File: src/rtl/mmio_led_pwm_if.sv
// rtl/mmio_led_pwm_if.sv - CPU load/store bus into the LED PWM peripheral
//
// addr   word address from the CPU
// wdata  store data
// we/re  one-cycle write/read strobes
// rdata  load data, held until the next read
// ready  one-cycle access-complete pulse
interface mmio_led_pwm_if #(
  parameter int ADDR_BITS = 32
);
  logic [ADDR_BITS-1:0] addr;
  logic [31:0]          wdata;
  logic                 we;
  logic                 re;
  logic [31:0]          rdata;
  logic                 ready;

  modport master (output addr, wdata, we, re, input rdata, ready);
  modport slave  (input addr, wdata, we, re, output rdata, ready);
endinterface

File: src/rtl/mmio_led_pwm.sv
// rtl/mmio_led_pwm.sv - memory-mapped LED block with direct and PWM brightness
//
// Ports:
//   clk_25mhz  system clock
//   rst_n      asynchronous active-low reset
//   bus        CPU register bus (slave side of mmio_led_pwm_if)
//   led        LED drive, 1 = on
//
// Registers (word index from BASE_ADDR):
//   0 CTRL {MODE, EN}, 1 DIRECT, 2 PRESCALE[15:0], 3+i DUTY[i]
//
// Build option LED_FADE_EN: each channel ramps its compare value one step
// per PWM period toward DUTY[i] instead of switching instantly.
module mmio_led_pwm #(
  parameter int          CHANNELS  = 8,
  parameter int          PWM_BITS  = 8,
  parameter logic [31:0] BASE_ADDR = 32'h8000_0000,
  parameter int          ADDR_BITS = 32
) (
  input  logic                clk_25mhz,
  input  logic                rst_n,
  mmio_led_pwm_if.slave       bus,
  output logic [CHANNELS-1:0] led
);

  localparam int NREGS = 3 + CHANNELS;
  localparam logic [ADDR_BITS-1:0] BASE = ADDR_BITS'(BASE_ADDR);

  logic                en;
  logic                mode;
  logic [CHANNELS-1:0] direct;
  logic [15:0]         prescale;
  logic [PWM_BITS-1:0] duty [CHANNELS];

  logic [15:0]         pre_cnt;
  logic [PWM_BITS-1:0] pwm_cnt;
  logic                tick;
  logic                wrap;
  logic [CHANNELS-1:0] pwm_cmp;

  logic [ADDR_BITS-1:0] idx;
  logic                 sel;
  logic                 wr;
  logic                 rd;
  logic                 pre_wr;
  logic [31:0]          rd_mux;

  // Addresses below BASE wrap to huge values, so one unsigned compare
  // covers both ends of the window.
  assign idx    = bus.addr - BASE;
  assign sel    = idx < ADDR_BITS'(NREGS);
  assign wr     = bus.we && sel;
  assign rd     = bus.re && !bus.we && sel;
  assign pre_wr = wr && (idx == ADDR_BITS'(2));

  logic unused_wdata;
  assign unused_wdata = ^bus.wdata;

  always_comb begin
    rd_mux = '0;
    if (idx == ADDR_BITS'(0)) begin
      rd_mux[1:0] = {mode, en};
    end else if (idx == ADDR_BITS'(1)) begin
      rd_mux[CHANNELS-1:0] = direct;
    end else if (idx == ADDR_BITS'(2)) begin
      rd_mux[15:0] = prescale;
    end else begin
      for (int i = 0; i < CHANNELS; i++) begin
        if (idx == ADDR_BITS'(3 + i)) rd_mux[PWM_BITS-1:0] = duty[i];
      end
    end
  end

  always_ff @(posedge clk_25mhz or negedge rst_n) begin
    if (!rst_n) begin
      en       <= 1'b0;
      mode     <= 1'b0;
      direct   <= '0;
      prescale <= '0;
      for (int i = 0; i < CHANNELS; i++) duty[i] <= '0;
    end else if (wr) begin
      if (idx == ADDR_BITS'(0)) begin
        en   <= bus.wdata[0];
        mode <= bus.wdata[1];
      end
      if (idx == ADDR_BITS'(1)) direct   <= bus.wdata[CHANNELS-1:0];
      if (idx == ADDR_BITS'(2)) prescale <= bus.wdata[15:0];
      for (int i = 0; i < CHANNELS; i++) begin
        if (idx == ADDR_BITS'(3 + i)) duty[i] <= bus.wdata[PWM_BITS-1:0];
      end
    end
  end

  // A simultaneous write suppresses the read, so rdata keeps its value
  // while ready still pulses once for the write.
  always_ff @(posedge clk_25mhz or negedge rst_n) begin
    if (!rst_n) begin
      bus.ready <= 1'b0;
      bus.rdata <= '0;
    end else begin
      bus.ready <= sel && (bus.we || bus.re);
      if (rd) bus.rdata <= rd_mux;
    end
  end

  assign tick = (pre_cnt >= prescale);
  assign wrap = en && tick && (pwm_cnt == '1);

  always_ff @(posedge clk_25mhz or negedge rst_n) begin
    if (!rst_n) begin
      pre_cnt <= '0;
    end else if (pre_wr || tick) begin
      pre_cnt <= '0;
    end else begin
      pre_cnt <= pre_cnt + 16'd1;
    end
  end

  always_ff @(posedge clk_25mhz or negedge rst_n) begin
    if (!rst_n) begin
      pwm_cnt <= '0;
    end else if (!en) begin
      pwm_cnt <= '0;
    end else if (tick) begin
      pwm_cnt <= pwm_cnt + 1'b1;
    end
  end

`ifdef LED_FADE_EN
  logic [PWM_BITS-1:0] cur [CHANNELS];

  always_ff @(posedge clk_25mhz or negedge rst_n) begin
    if (!rst_n) begin
      for (int i = 0; i < CHANNELS; i++) cur[i] <= '0;
    end else if (wrap) begin
      for (int i = 0; i < CHANNELS; i++) begin
        if (cur[i] < duty[i])      cur[i] <= cur[i] + 1'b1;
        else if (cur[i] > duty[i]) cur[i] <= cur[i] - 1'b1;
      end
    end
  end

  always_comb begin
    pwm_cmp = '0;
    for (int i = 0; i < CHANNELS; i++) pwm_cmp[i] = (pwm_cnt < cur[i]);
  end
`else
  logic unused_wrap;
  assign unused_wrap = wrap;

  always_comb begin
    pwm_cmp = '0;
    for (int i = 0; i < CHANNELS; i++) pwm_cmp[i] = (pwm_cnt < duty[i]);
  end
`endif

  always_ff @(posedge clk_25mhz or negedge rst_n) begin
    if (!rst_n) begin
      led <= '0;
    end else if (!en) begin
      led <= '0;
    end else if (mode) begin
      led <= pwm_cmp;
    end else begin
      led <= direct;
    end
  end

endmodule

File: src/flat_wrapper.sv
// flat-port wrapper written by rule: the top's interface ports become plain ports
module mmio_led_pwm_flat 
#(
  parameter int          CHANNELS  = 8,
  parameter int          PWM_BITS  = 8,
  parameter logic [31:0] BASE_ADDR = 32'h8000_0000,
  parameter int          ADDR_BITS = 32
)
  (clk_25mhz, rst_n, led, bus_addr, bus_wdata, bus_we, bus_re, bus_rdata, bus_ready);
  mmio_led_pwm_if #(.ADDR_BITS(ADDR_BITS)) bus_i ();
  input  logic clk_25mhz;
  input  logic rst_n;
  output logic [CHANNELS-1:0] led;
  input wire logic [$bits(bus_i.addr)-1:0] bus_addr;
  input wire logic [$bits(bus_i.wdata)-1:0] bus_wdata;
  input wire logic [$bits(bus_i.we)-1:0] bus_we;
  input wire logic [$bits(bus_i.re)-1:0] bus_re;
  output wire logic [$bits(bus_i.rdata)-1:0] bus_rdata;
  output wire logic [$bits(bus_i.ready)-1:0] bus_ready;
  assign bus_i.addr = bus_addr;
  assign bus_i.wdata = bus_wdata;
  assign bus_i.we = bus_we;
  assign bus_i.re = bus_re;
  assign bus_rdata = bus_i.rdata;
  assign bus_ready = bus_i.ready;
  mmio_led_pwm #(.CHANNELS(CHANNELS), .PWM_BITS(PWM_BITS), .BASE_ADDR(BASE_ADDR), .ADDR_BITS(ADDR_BITS)) u_core (.clk_25mhz(clk_25mhz), .rst_n(rst_n), .bus(bus_i), .led(led));
endmodule
File: config.mk
export PLATFORM = sky130hd
export DESIGN_NAME = mmio_led_pwm_flat
export DESIGN_NICKNAME = d
export VERILOG_FILES = /design/src/rtl/mmio_led_pwm_if.sv /design/src/rtl/mmio_led_pwm.sv /design/src/flat_wrapper.sv
export SDC_FILE = /design/constraint.sdc
export NUM_CORES = 1
export LEC_CHECK = 0
export ABC_AREA = 1
export BUFFER_PORTS_ARGS = -buffer_cell sky130_fd_sc_hd__buf_2
export CAP_MARGIN = 30
export CELL_PAD_IN_SITES_DETAIL_PLACEMENT = 1
export CELL_PAD_IN_SITES_GLOBAL_PLACEMENT = 2
export CORE_ASPECT_RATIO = 1.2
export CORE_MARGIN = 8
export CORE_UTILIZATION = 37
export DETAILED_ROUTE_END_ITERATION = 10
export GPL_ROUTABILITY_DRIVEN = 0
export PLACE_DENSITY = 0.95
export SLEW_MARGIN = 20
export SYNTH_ARGS = -nofsm -noshare
export SYNTH_HDL_FRONTEND = slang
export SYNTH_SLANG_ARGS = --single-unit
export TNS_END_PERCENT = 50
File: constraint.sdc
create_clock -name clk_25mhz -period 3 [get_ports clk_25mhz]
set_clock_uncertainty 0.1 [all_clocks]
set_input_delay 0.6 -clock clk_25mhz [delete_from_list [all_inputs] [get_ports clk_25mhz]]
set_output_delay 0.6 -clock clk_25mhz [all_outputs]
set_load 0.1 [all_outputs]
==> results of run 1 <==
[where the power goes]
group | internal, uW | total [uW] | switching, uW
logic | 39.4 | 231 | 192
registers | 1880 | 1880 | 0.000000402
clock network | 1240 | 2070 | 824
[state kept, by name, summed over array words and instances (netlist names)]
register          count
u_core.duty          64
u_core.bus.rdata     16
u_core.en             1
u_core.mode           1
u_core.pre_cnt       16
u_core.prescale      16
u_core.bus.ready      1
u_core.pwm_cnt        8
u_core.led            8
u_core.direct         8
[cell usage in the layout, fill, tap and decap left out, types with 4 or more instances in the layout]
cell | synthesis | final
o21ai_0 | 102 | 102
o31ai_1 | 8 | 8
a21oi_1 | 65 | 65
nor4_1 | 6 | 5
buf_4 | 16 | 21
nor3b_1 | 5 | 5
clkbuf_16 | 0 | 17
o211ai_1 | 9 | 9
mux2_2 | 4 | 4
nand3_1 | 62 | 62
o21a_1 | 4 | 4
inv_1 | 154 | 154
ha_1 | 74 | 74
a21boi_0 | 5 | 5
clkinv_2 | 0 | 4
mux2_4 | 4 | 4
nand4_1 | 27 | 27
dfrtp_1 | 139 | 139
nor3_1 | 23 | 23
buf_2 | 1 | 75
conb_1 | 1 | 16
nor2_1 | 83 | 83
nand2_1 | 227 | 227
[cell type report]
| type | count | area [um2] | share of cell area |
|---|---|---|---|
| clock inverters | 11 | 120 | 0.0123 |
| inverters | 157 | 589 | 0.0604 |
| clock buffers | 21 | 450 | 0.0462 |
| well taps | 279 | 349 | 0.0358 |
| flip-flops and latches | 139 | 3480 | 0.357 |
| repair buffers | 98 | 564 | 0.0579 |
| multi-input cells | 752 | 4200 | 0.431 |
[worst max-delay path by stage]
stage | from | to | slack (ns) | cells past startpoint
after floorplan | bus_addr[15] | u_core.prescale[11]$_DFFE_PN0P_ | 0.69 | 11
after global placement | bus_addr[30] | u_core.bus.rdata[2]$_DFFE_PN0P_ | 0.32 | 14
after detailed placement | bus_addr[30] | u_core.bus.rdata[3]$_DFFE_PN0P_ | 0.28 | 14
after CTS | u_core.prescale[11]$_DFFE_PN0P_ | u_core.pre_cnt[4]$_DFF_PN0_ | 0.44 | 10
after global routing | u_core.prescale[11]$_DFFE_PN0P_ | u_core.pre_cnt[6]$_DFF_PN0_ | 0.25 | 10
final | u_core.prescale[11]$_DFFE_PN0P_ | u_core.pre_cnt[4]$_DFF_PN0_ | 0.49 | 10
[routing by layer]
layer / vias to the layer above / part of all wire / global-route usage / wire length, um
met1: 3673 / 0.42 / 0.214 / 10600
met5: - / 0 / 0 / 0
met4: 0 / 0.033 / 0.0805 / 835
met2: 113 / 0.52 / 0.341 / 13000
li1: 3699 / - / - / -
met3: 48 / 0.029 / 0.0359 / 742
[worst max-delay path, cell delays in order (launching register included)]
cell and delay [ns]:
dfrtp_1 0.38, inv_1 0.11, ha_1 0.26, a21oi_1 0.16
o21ai_0 0.11, a21oi_1 0.18, a21boi_0 0.20, nand2_1 0.23
inv_1 0.21, nand2_2 0.23, nor3b_1 0.25
[metrics by stage]
stage / setup WS (ns) / utilization
6_report: 0.486 / 0.435
5_1_grt: 0.247 / 0.435
4_1_cts: 0.440 / 0.435
3_5_place_dp: 0.282 / 0.409
3_3_place_gp: 0.322 / 0.409
2_1_floorplan: 0.691 / -
[kinds of logic (layout without fill, tap and decap cells)]
family	after synthesis	count (layout)
buf+inv	197	287
compound gates	199	199
xor+xnor	3	3
simple gates	452	452
fa+ha+maj	74	74
mux	8	8
other cells	1	16
flops	139	139
==> results.tsv, run 1 <==
stage	metric	value	unit
routing	antenna_left	0	
layout	area_growth	15.7	%
yosys	yosys.area.top_type_share	0.412	
sta	fin_crit	2.51	ns
layout	n_fill_cell	2783	
routing	drtPass1Iterations	5	
routing	dr_total_vias	7533	
yosys	ys_top_cells_by_count	227 x nand2_1, 154 x inv_1, 139 x dfrtp_1	
setup_path	critPathArrivalTime	2.74	ns
yosys	yosys.cell_types.count	39	
yosys	synth_flop_cell	dfrtp_1	
layout	final_layout_size_suffix_gt1_frac	0.131	
flow_run	max-cap-violations	0	
yosys	synth_top_family_by_area	simple AND/OR/NAND/NOR gates	
yosys	synth_top_area_cell	dfrtp_1	
yosys	synth_area	8430	um2
grt	overflow	0	
clock_tree	cts_setup_buffers	0	
sta	relSlewSlack	0.608	
yosys	synth_compound_area_frac	0.127	
clock_tree	ctsHtreeMaxLevel	4	
sta	finalCritPeriodShare	0.838	
setup_path	path_max_fanout	16	
sta	tightest_slew	0.586	ns
routing	drt_iter0_markers	362	
yosys	synthCells	1073	
sta	slew_viol_final	0	
outcome	outcome	completed	
clock_tree	numCtsBuffers	17	
yosys	async_reset_ff_frac	1.00	
power_and_ir_drop	p_total	4170	uW
yosys	synth_mux_area_frac	0.0125	
setup_path	r2r_setup_slack	0.49	ns
placed_design	portBuffers	76	
yosys	synth_seq_area_share	0.412	
sta	fmax	0.398	GHz
routing	drt_wl_total	25200	um
layout	nNetsFinal	1307	
setup_path	worstSetupPathType	flip-flop to flip-flop	
clock_tree	path_clk_slew	0.06	ns
floorplanning	fp-row-count	60	
grt	grt_antenna_before_repair	0	
layout	final_cell_count_no_fill	1457	
yosys	yosys.area_share.simple	0.238	
setup_path	rr_worst_depth	10	
yosys	synth_edf_count	0	
sta	fin_hold_ws	0.0347	ns
setup_path	r2r-start	u_core.prescale[11]$_DFFE_PN0P_	
placed_design	place_inst	1425	
routing	wire_per_inst	17.3	um
yosys	synthXorXnorAreaFrac	0.00312	
routing	route.detailed.drc	0	
routing	vias_per_cell	5.17	
setup_path	endpoint_kind	flip-flop	
power_and_ir_drop	power-per-cell-area	428	nW/um2
setup_path	crit_required	3.23	ns
floorplanning	start_util	0.376	
power_and_ir_drop	p_leak	0.00459	uW
clock_tree	cts-root-buf	clkbuf_16	
grt	grt_start_max_net_pins	55	
clock_tree	clk_latency	0.42	ns
setup_path	start_kind	flip-flop	
floorplanning	die_area	27900	um2
power_and_ir_drop	ir_worst_vdd	0.269	mV
yosys	yosys-top-cells-area	dfrtp_1 41%, ha_1 11%, nand2_1 10%	
sta	hold_viol	0	
layout	diodes	0	
sta	rsz0062_at_grt	false	
floorplanning	die_h	181	um
clock_tree	postCtsHoldBufs	0	
yosys	yosysMostFrequentCell	nand2_1	
yosys	ys_seq_elements	139	
hold_path	hp-class	input pin to async pin	
yosys	ys_warn_count	0	
grt	grt_pass1_vias	8237	
floorplanning	io_pins	109	
sta	setup_violations	0	
yosys	syn_avg_cell_area	7.86	um2
grt	grt_pass1_wl	42200	um
floorplanning	die_w	154	um
clock_tree	cts_resized	0	
floorplanning	core	22400	um2
clock_tree	cts_tree	yes	
clock_tree	clock_sinks	139	
setup_path	timing.rr.end	u_core.pre_cnt[4]$_DFF_PN0_	
sta	setup_tns	0	ns
placed_design	dpl_cell_area	9180	um2
clock_tree	cts_buffer_depth	2	
grt	gr-usage-all-layers	0.189	
yosys	synthAdderAreaFrac	0.110	
layout	final_area	9750	um2
placed_design	place_hpwl	19400	um
No activity file was read; power rests on OpenSTA's default activity.
==> inputs of run 2 (changes only) <==
- CORE_UTILIZATION: 37 -> 34
- PLACE_DENSITY: 0.95 -> 0.91
- clock period: 3 -> 2.5 ns (I/O delays scaled with it)
==> results.tsv, run 2 (same netlist as run 1, synthesis figures left out) <==
stage	metric	value	unit
floorplanning	die_w	160	um
power_and_ir_drop	ir_worst_vdd	0.303	mV
floorplanning	start_util	0.344	
setup_path	worstSetupPathType	flip-flop to flip-flop	
grt	overflow	0	
setup_path	crit_buf_inv	1	
setup_path	critPathArrivalTime	2.52	ns
routing	antenna_left	0	
clock_tree	ctsHtreeMaxLevel	4	
clock_tree	clk_latency	0.43	ns
floorplanning	die_area	30100	um2
routing	vias_per_cell	5.03	
setup_path	path_max_fanout	16	
layout	diodes	0	
layout	final_layout_size_suffix_gt1_frac	0.159	
grt	gr-usage-all-layers	0.182	
hold_path	hp-class	input pin to flip-flop	
grt	grt_pass1_vias	8648	
sta	hold_viol	0	
placed_design	place_inst	1505	
outcome	outcome	completed	
floorplanning	core	24500	um2
clock_tree	numCtsBuffers	17	
sta	fin_ws	0.215	ns
placed_design	pre_cts_ws	0.0170	ns
setup_path	start_kind	flip-flop	
hold_path	hold-path-cell-count	2	
routing	dr_total_vias	7732	
power_and_ir_drop	power-per-cell-area	509	nW/um2
clock_tree	cts-root-buf	clkbuf_16	
clock_tree	cts_tree	yes	
routing	wire_per_inst	17.1	um
setup_path	slowest_stage	dfrtp_1	
placed_design	place_hpwl	20200	um
sta	fin_crit	2.29	ns
layout	top_register	u_core.duty	
layout	largest_reg_flops	64	
sta	rsz0062_at_grt	false	
clock_tree	path_clk_slew	0.06	ns
floorplanning	fp-row-count	63	
sta	finalCritPeriodShare	0.914	
layout	layout_common_cells	227 x nand2_1, 154 x inv_1, 139 x dfrtp_1	
sta	slew_viol_final	0	
hold_path	min_to	u_core.prescale[14]$_DFFE_PN0P_	
power_and_ir_drop	p_leak	0.00479	uW
routing	drt_iter0_markers	428	
layout	layout_commonest_cell	nand2_1	
clock_tree	clock_sinks	139	
setup_path	cp_common_cell	a21oi_1	
setup_path	r2r_setup_slack	0.21	ns
routing	route.detailed.drc	0	
setup_path	crit_family	compound AO/OA/AOI/OAI gates	
sta	setup_tns	0	ns
clock_tree	cts_setup_buffers	0	
grt	grt_start_max_net_pins	47	
setup_path	timing.rr.end	u_core.pre_cnt[2]$_DFF_PN0_	
grt	grt_antenna_before_repair	0	
setup_path	crit_chain	ha_1, a21oi_1, o21ai_0, a21oi_1, a21boi_0, nand2_1, inv_1, nand2_4, nor3b_1	
clock_tree	cts_buffer_depth	2	
setup_path	r2r-start	u_core.pre_cnt[9]$_DFF_PN0_	
routing	drt_wl_total	26400	um
setup_path	endpoint_kind	flip-flop	
setup_path	crit_required	2.73	ns
layout	final_cell_count_no_fill	1538	
flow_run	max-cap-violations	0	
sta	fmax	0.438	GHz
routing	drtPass1Iterations	4	
layout	area_growth	20.7	%
sta	setup_violations	0	
layout	nNetsFinal	1342	
floorplanning	io_pins	109	
grt	grt_pass1_wl	44200	um
setup_path	slowest_delay	0.44	ns
setup_path	rr_worst_depth	9	
placed_design	portBuffers	76	
layout	n_fill_cell	3017	
hold_path	hold_start	bus_wdata[14]	
floorplanning	die_h	189	um
-- run 2: per-stage QoR --
step                      utilization  total power (uW)  hold WS [ns]  instance area [um2]
after floorplan                     -              2470         0.104                 8490
after global placement          0.389              2580         0.332                 9550
after detailed placement        0.389              2590         0.330                 9550
after CTS                       0.415              5250         0.185                10200
after global routing            0.415              5340         0.187                10200
final                           0.415              5180         0.204                10200
-- run 2: where the power goes --
part	total (uW)	leakage, uW	switching, uW	internal [uW]
Combinational	294	0.00255	235	59.1
Sequential	2250	0.00194	0.000000512	2250
Clock	2640	0.000292	1030	1610
Total	5180	0.00479	1270	3920
-- run 2: repair_timing --
| item | 4_1_cts | 5_1_grt |
|---|---|---|
| resized for setup | 0 | 5 |
| hold buffers | 1 | 0 |
| endpoints found under the hold margin | 33 | 0 |
| endpoints found under the setup margin | 0 | 3 |
-- run 2: worst max path at each step --
stage / from / to / slack [ns] / cells past startpoint
4_1_cts: u_core.pre_cnt[9]$_DFF_PN0_ / u_core.pre_cnt[2]$_DFF_PN0_ / 0.10 / 9
3_5_place_dp: bus_addr[15] / u_core.pre_cnt[14]$_DFF_PN0_ / 0.02 / 11
2_1_floorplan: bus_addr[15] / u_core.prescale[11]$_DFFE_PN0P_ / 0.29 / 11
6_report: u_core.pre_cnt[9]$_DFF_PN0_ / u_core.pre_cnt[2]$_DFF_PN0_ / 0.21 / 9
3_3_place_gp: bus_addr[6] / u_core.bus.rdata[3]$_DFFE_PN0P_ / 0.06 / 15
5_1_grt: u_core.pre_cnt[0]$_DFF_PN0_ / u_core.pre_cnt[14]$_DFF_PN0_ / 0.05 / 13
-- run 2: worst register-to-register path, cell delays in order (launching register included) --
cell	delay [ns]
dfrtp_1	0.44
ha_1	0.34
a21oi_1	0.15
o21ai_0	0.09
a21oi_1	0.23
a21boi_0	0.21
nand2_1	0.10
inv_1	0.16
nand2_4	0.16
nor3b_1	0.23
-- run 2: per-layer routing --
metal	global-route usage	wire length [um]	share of wire	vias to the layer above
li1	-	-	-	3774
met1	0.204	10900	0.41	3797
met2	0.338	14000	0.53	110
met3	0.0255	608	0.023	51
met4	0.0781	811	0.031	0
met5	0	0	0	-
-- run 2: layout make-up --
type	instances	area [um2]	area share
clock buffer	20	447	0.0439
clock inverter	12	163	0.0160
inverter	157	589	0.0579
multi-input combinational	752	4220	0.414
sequential	139	3480	0.342
tap	325	407	0.0399
timing repair buffer	133	880	0.0864
==> inputs of run 3 (changes only) <==
- CORE_UTILIZATION: 34 -> 35
- CTS_BUF_LIST: not set -> sky130_fd_sc_hd__clkbuf_4 sky130_fd_sc_hd__clkbuf_8
- PLACE_DENSITY: 0.91 -> 0.93
==> results.tsv, run 3 (same netlist as run 1, synthesis figures left out) <==
stage	metric	value	unit
clock_tree	cts_buffer_depth	2	
power_and_ir_drop	combPwrFrac	0.069	
layout	area_growth	17.9	%
sta	setup_violations	0	
sta	fin_crit	2.24	ns
power_and_ir_drop	p_leak	0.00468	uW
routing	drtPass1Iterations	4	
layout	diodes	0	
sta	rsz0062_at_grt	false	
floorplanning	die_w	158	um
setup_path	crit_chain	ha_1, a21oi_1, o21ai_0, a21oi_1, a21boi_0, nand2_1, inv_1, nand2_4, nor3b_1	
layout	n_fill_cell	2975	
clock_tree	ctsHtreeMaxLevel	4	
clock_tree	clk_latency	0.48	ns
layout	largest_reg_flops	64	
layout	nNetsFinal	1340	
clock_tree	path_clk_slew	0.10	ns
routing	antenna_left	0	
setup_path	crit_start	u_core.pre_cnt[11]$_DFF_PN0_	
power_and_ir_drop	power-per-cell-area	434	nW/um2
sta	fin_ws	0.264	ns
floorplanning	core	23800	um2
power_and_ir_drop	intPower	3050	uW
power_and_ir_drop	seqPwrFrac	0.520	
layout	layout_common_cells	227 x nand2_1, 154 x inv_1, 139 x dfrtp_1	
grt	grt_pass1_vias	8266	
clock_tree	cts_tree	yes	
flow_run	max-cap-violations	0	
clock_tree	cts-root-buf	clkbuf_8	
power_and_ir_drop	p_sw	1270	uW
floorplanning	die_area	29300	um2
layout	fin_util	0.417	
grt	grt_antenna_before_repair	0	
power_and_ir_drop	p_total	4320	uW
setup_path	slowest_delay	0.42	ns
routing	vias_per_cell	4.98	
floorplanning	fp-row-count	62	
layout	final_layout_size_suffix_gt1_frac	0.159	
routing	route.detailed.drc	0	
power_and_ir_drop	swShare	0.293	
clock_tree	cts_setup_buffers	0	
outcome	outcome	completed	
setup_path	worstSetupPathType	flip-flop to flip-flop	
grt	gr-usage-all-layers	0.187	
setup_path	endpoint_kind	flip-flop	
setup_path	slowest_stage	dfrtp_1	
sta	relSlewSlack	0.598	
setup_path	critPathArrivalTime	2.52	ns
sta	finalCritPeriodShare	0.894	
grt	grt_pass1_wl	42600	um
grt	grt_start_max_net_pins	59	
setup_path	start_kind	flip-flop	
floorplanning	io_pins	109	
power_and_ir_drop	ir_worst_vdd	0.302	mV
routing	wire_per_inst	16.8	um
sta	fmax	0.447	GHz
hold_path	hold_start	bus_wdata[14]	
grt	overflow	0	
layout	layout_commonest_cell	nand2_1	
setup_path	r2r-start	u_core.pre_cnt[11]$_DFF_PN0_	
placed_design	portBuffers	76	
routing	dr_total_vias	7625	
setup_path	cp_common_cell	a21oi_1	
routing	drt_wl_total	25700	um
sta	tightest_slew	0.602	ns
floorplanning	start_util	0.354	
placed_design	pre_cts_ws	-0.0281	ns
setup_path	crit_required	2.78	ns
setup_path	path_max_fanout	16	
routing	drt_iter0_markers	301	
sta	hold_viol	0	
sta	slew_viol_final	0	
hold_path	hp-class	input pin to flip-flop	
placed_design	place_hpwl	20000	um
power_and_ir_drop	clockPowerShare	0.411	
floorplanning	die_h	186	um
clock_tree	clock_sinks	139	
layout	top_register	u_core.duty	
clock_tree	numCtsBuffers	17	
-- run 3: path summary, 6_finish.rpt --
kind                       cells after the start  slack (ns)                              end
max                                            9        0.26      u_core.pre_cnt[4]$_DFF_PN0_
min reg2reg                                    2        0.38  u_core.bus.rdata[5]$_DFFE_PN0P_
max reg2reg                                    9        0.26      u_core.pre_cnt[4]$_DFF_PN0_
max in group asynchronous                      3        1.19  u_core.prescale[11]$_DFFE_PN0P_
min                                            2        0.15  u_core.prescale[14]$_DFFE_PN0P_
min in group asynchronous                      2        0.46          u_core.led[6]$_DFF_PN0_
-- run 3: stage by stage --
stage               instance area, um2  TNS [ns]  hold slack, ns  cells
floorplan                         8490         0           0.104   1088
global placement                  9540         0           0.361   1498
detailed placement                9540    -0.286           0.364   1498
CTS                               9920         0           0.130   1531
global route                      9940         0           0.133   1531
finish                            9940         0           0.152   1531
-- run 3: per-layer routing --
layer / vias up / part of all wire / GRT usage
met1: 3734 / 0.42 / 0.212
met3: 29 / 0.025 / 0.0302
met2: 96 / 0.54 / 0.349
li1: 3766 / - / -
met4: 0 / 0.016 / 0.0580
met5: - / 0 / 0
-- run 3: area by class of cell --
class | count | area [um2] | area share
multi-input cells | 752 | 4230 | 0.425
flip-flops and latches | 139 | 3480 | 0.350
repair buffers | 131 | 877 | 0.0882
inverters | 157 | 589 | 0.0593
well taps | 320 | 400 | 0.0403
clock buffers | 18 | 248 | 0.0249
clock inverters | 14 | 124 | 0.0125
-- run 3: timing repair --
item	4_1_cts	5_1_grt
hold buffers	1	0
setup endpoints to repair	0	9
gates resized for setup	0	5
endpoints found under the hold margin	54	0
-- run 3: power groups by stage --
stage          clock (uW)  sequential, uW  combinational, uW
2_1_floorplan           0            2290                176
3_3_place_gp            0            2290                296
3_5_place_dp            0            2290                301
4_1_cts              1810            2250                303
5_1_grt              1900            2250                328
6_report             1780            2250                298
-- run 3: worst max-delay path, delay by kind of cell, from the launching register on --
family	cells	cell delay [ns]
AOI/OAI and AO/OA	4	0.66
and+or+nand+nor	3	0.48
DFF	1	0.42
adders and majority gates	1	0.33
buffers and inverters	1	0.16
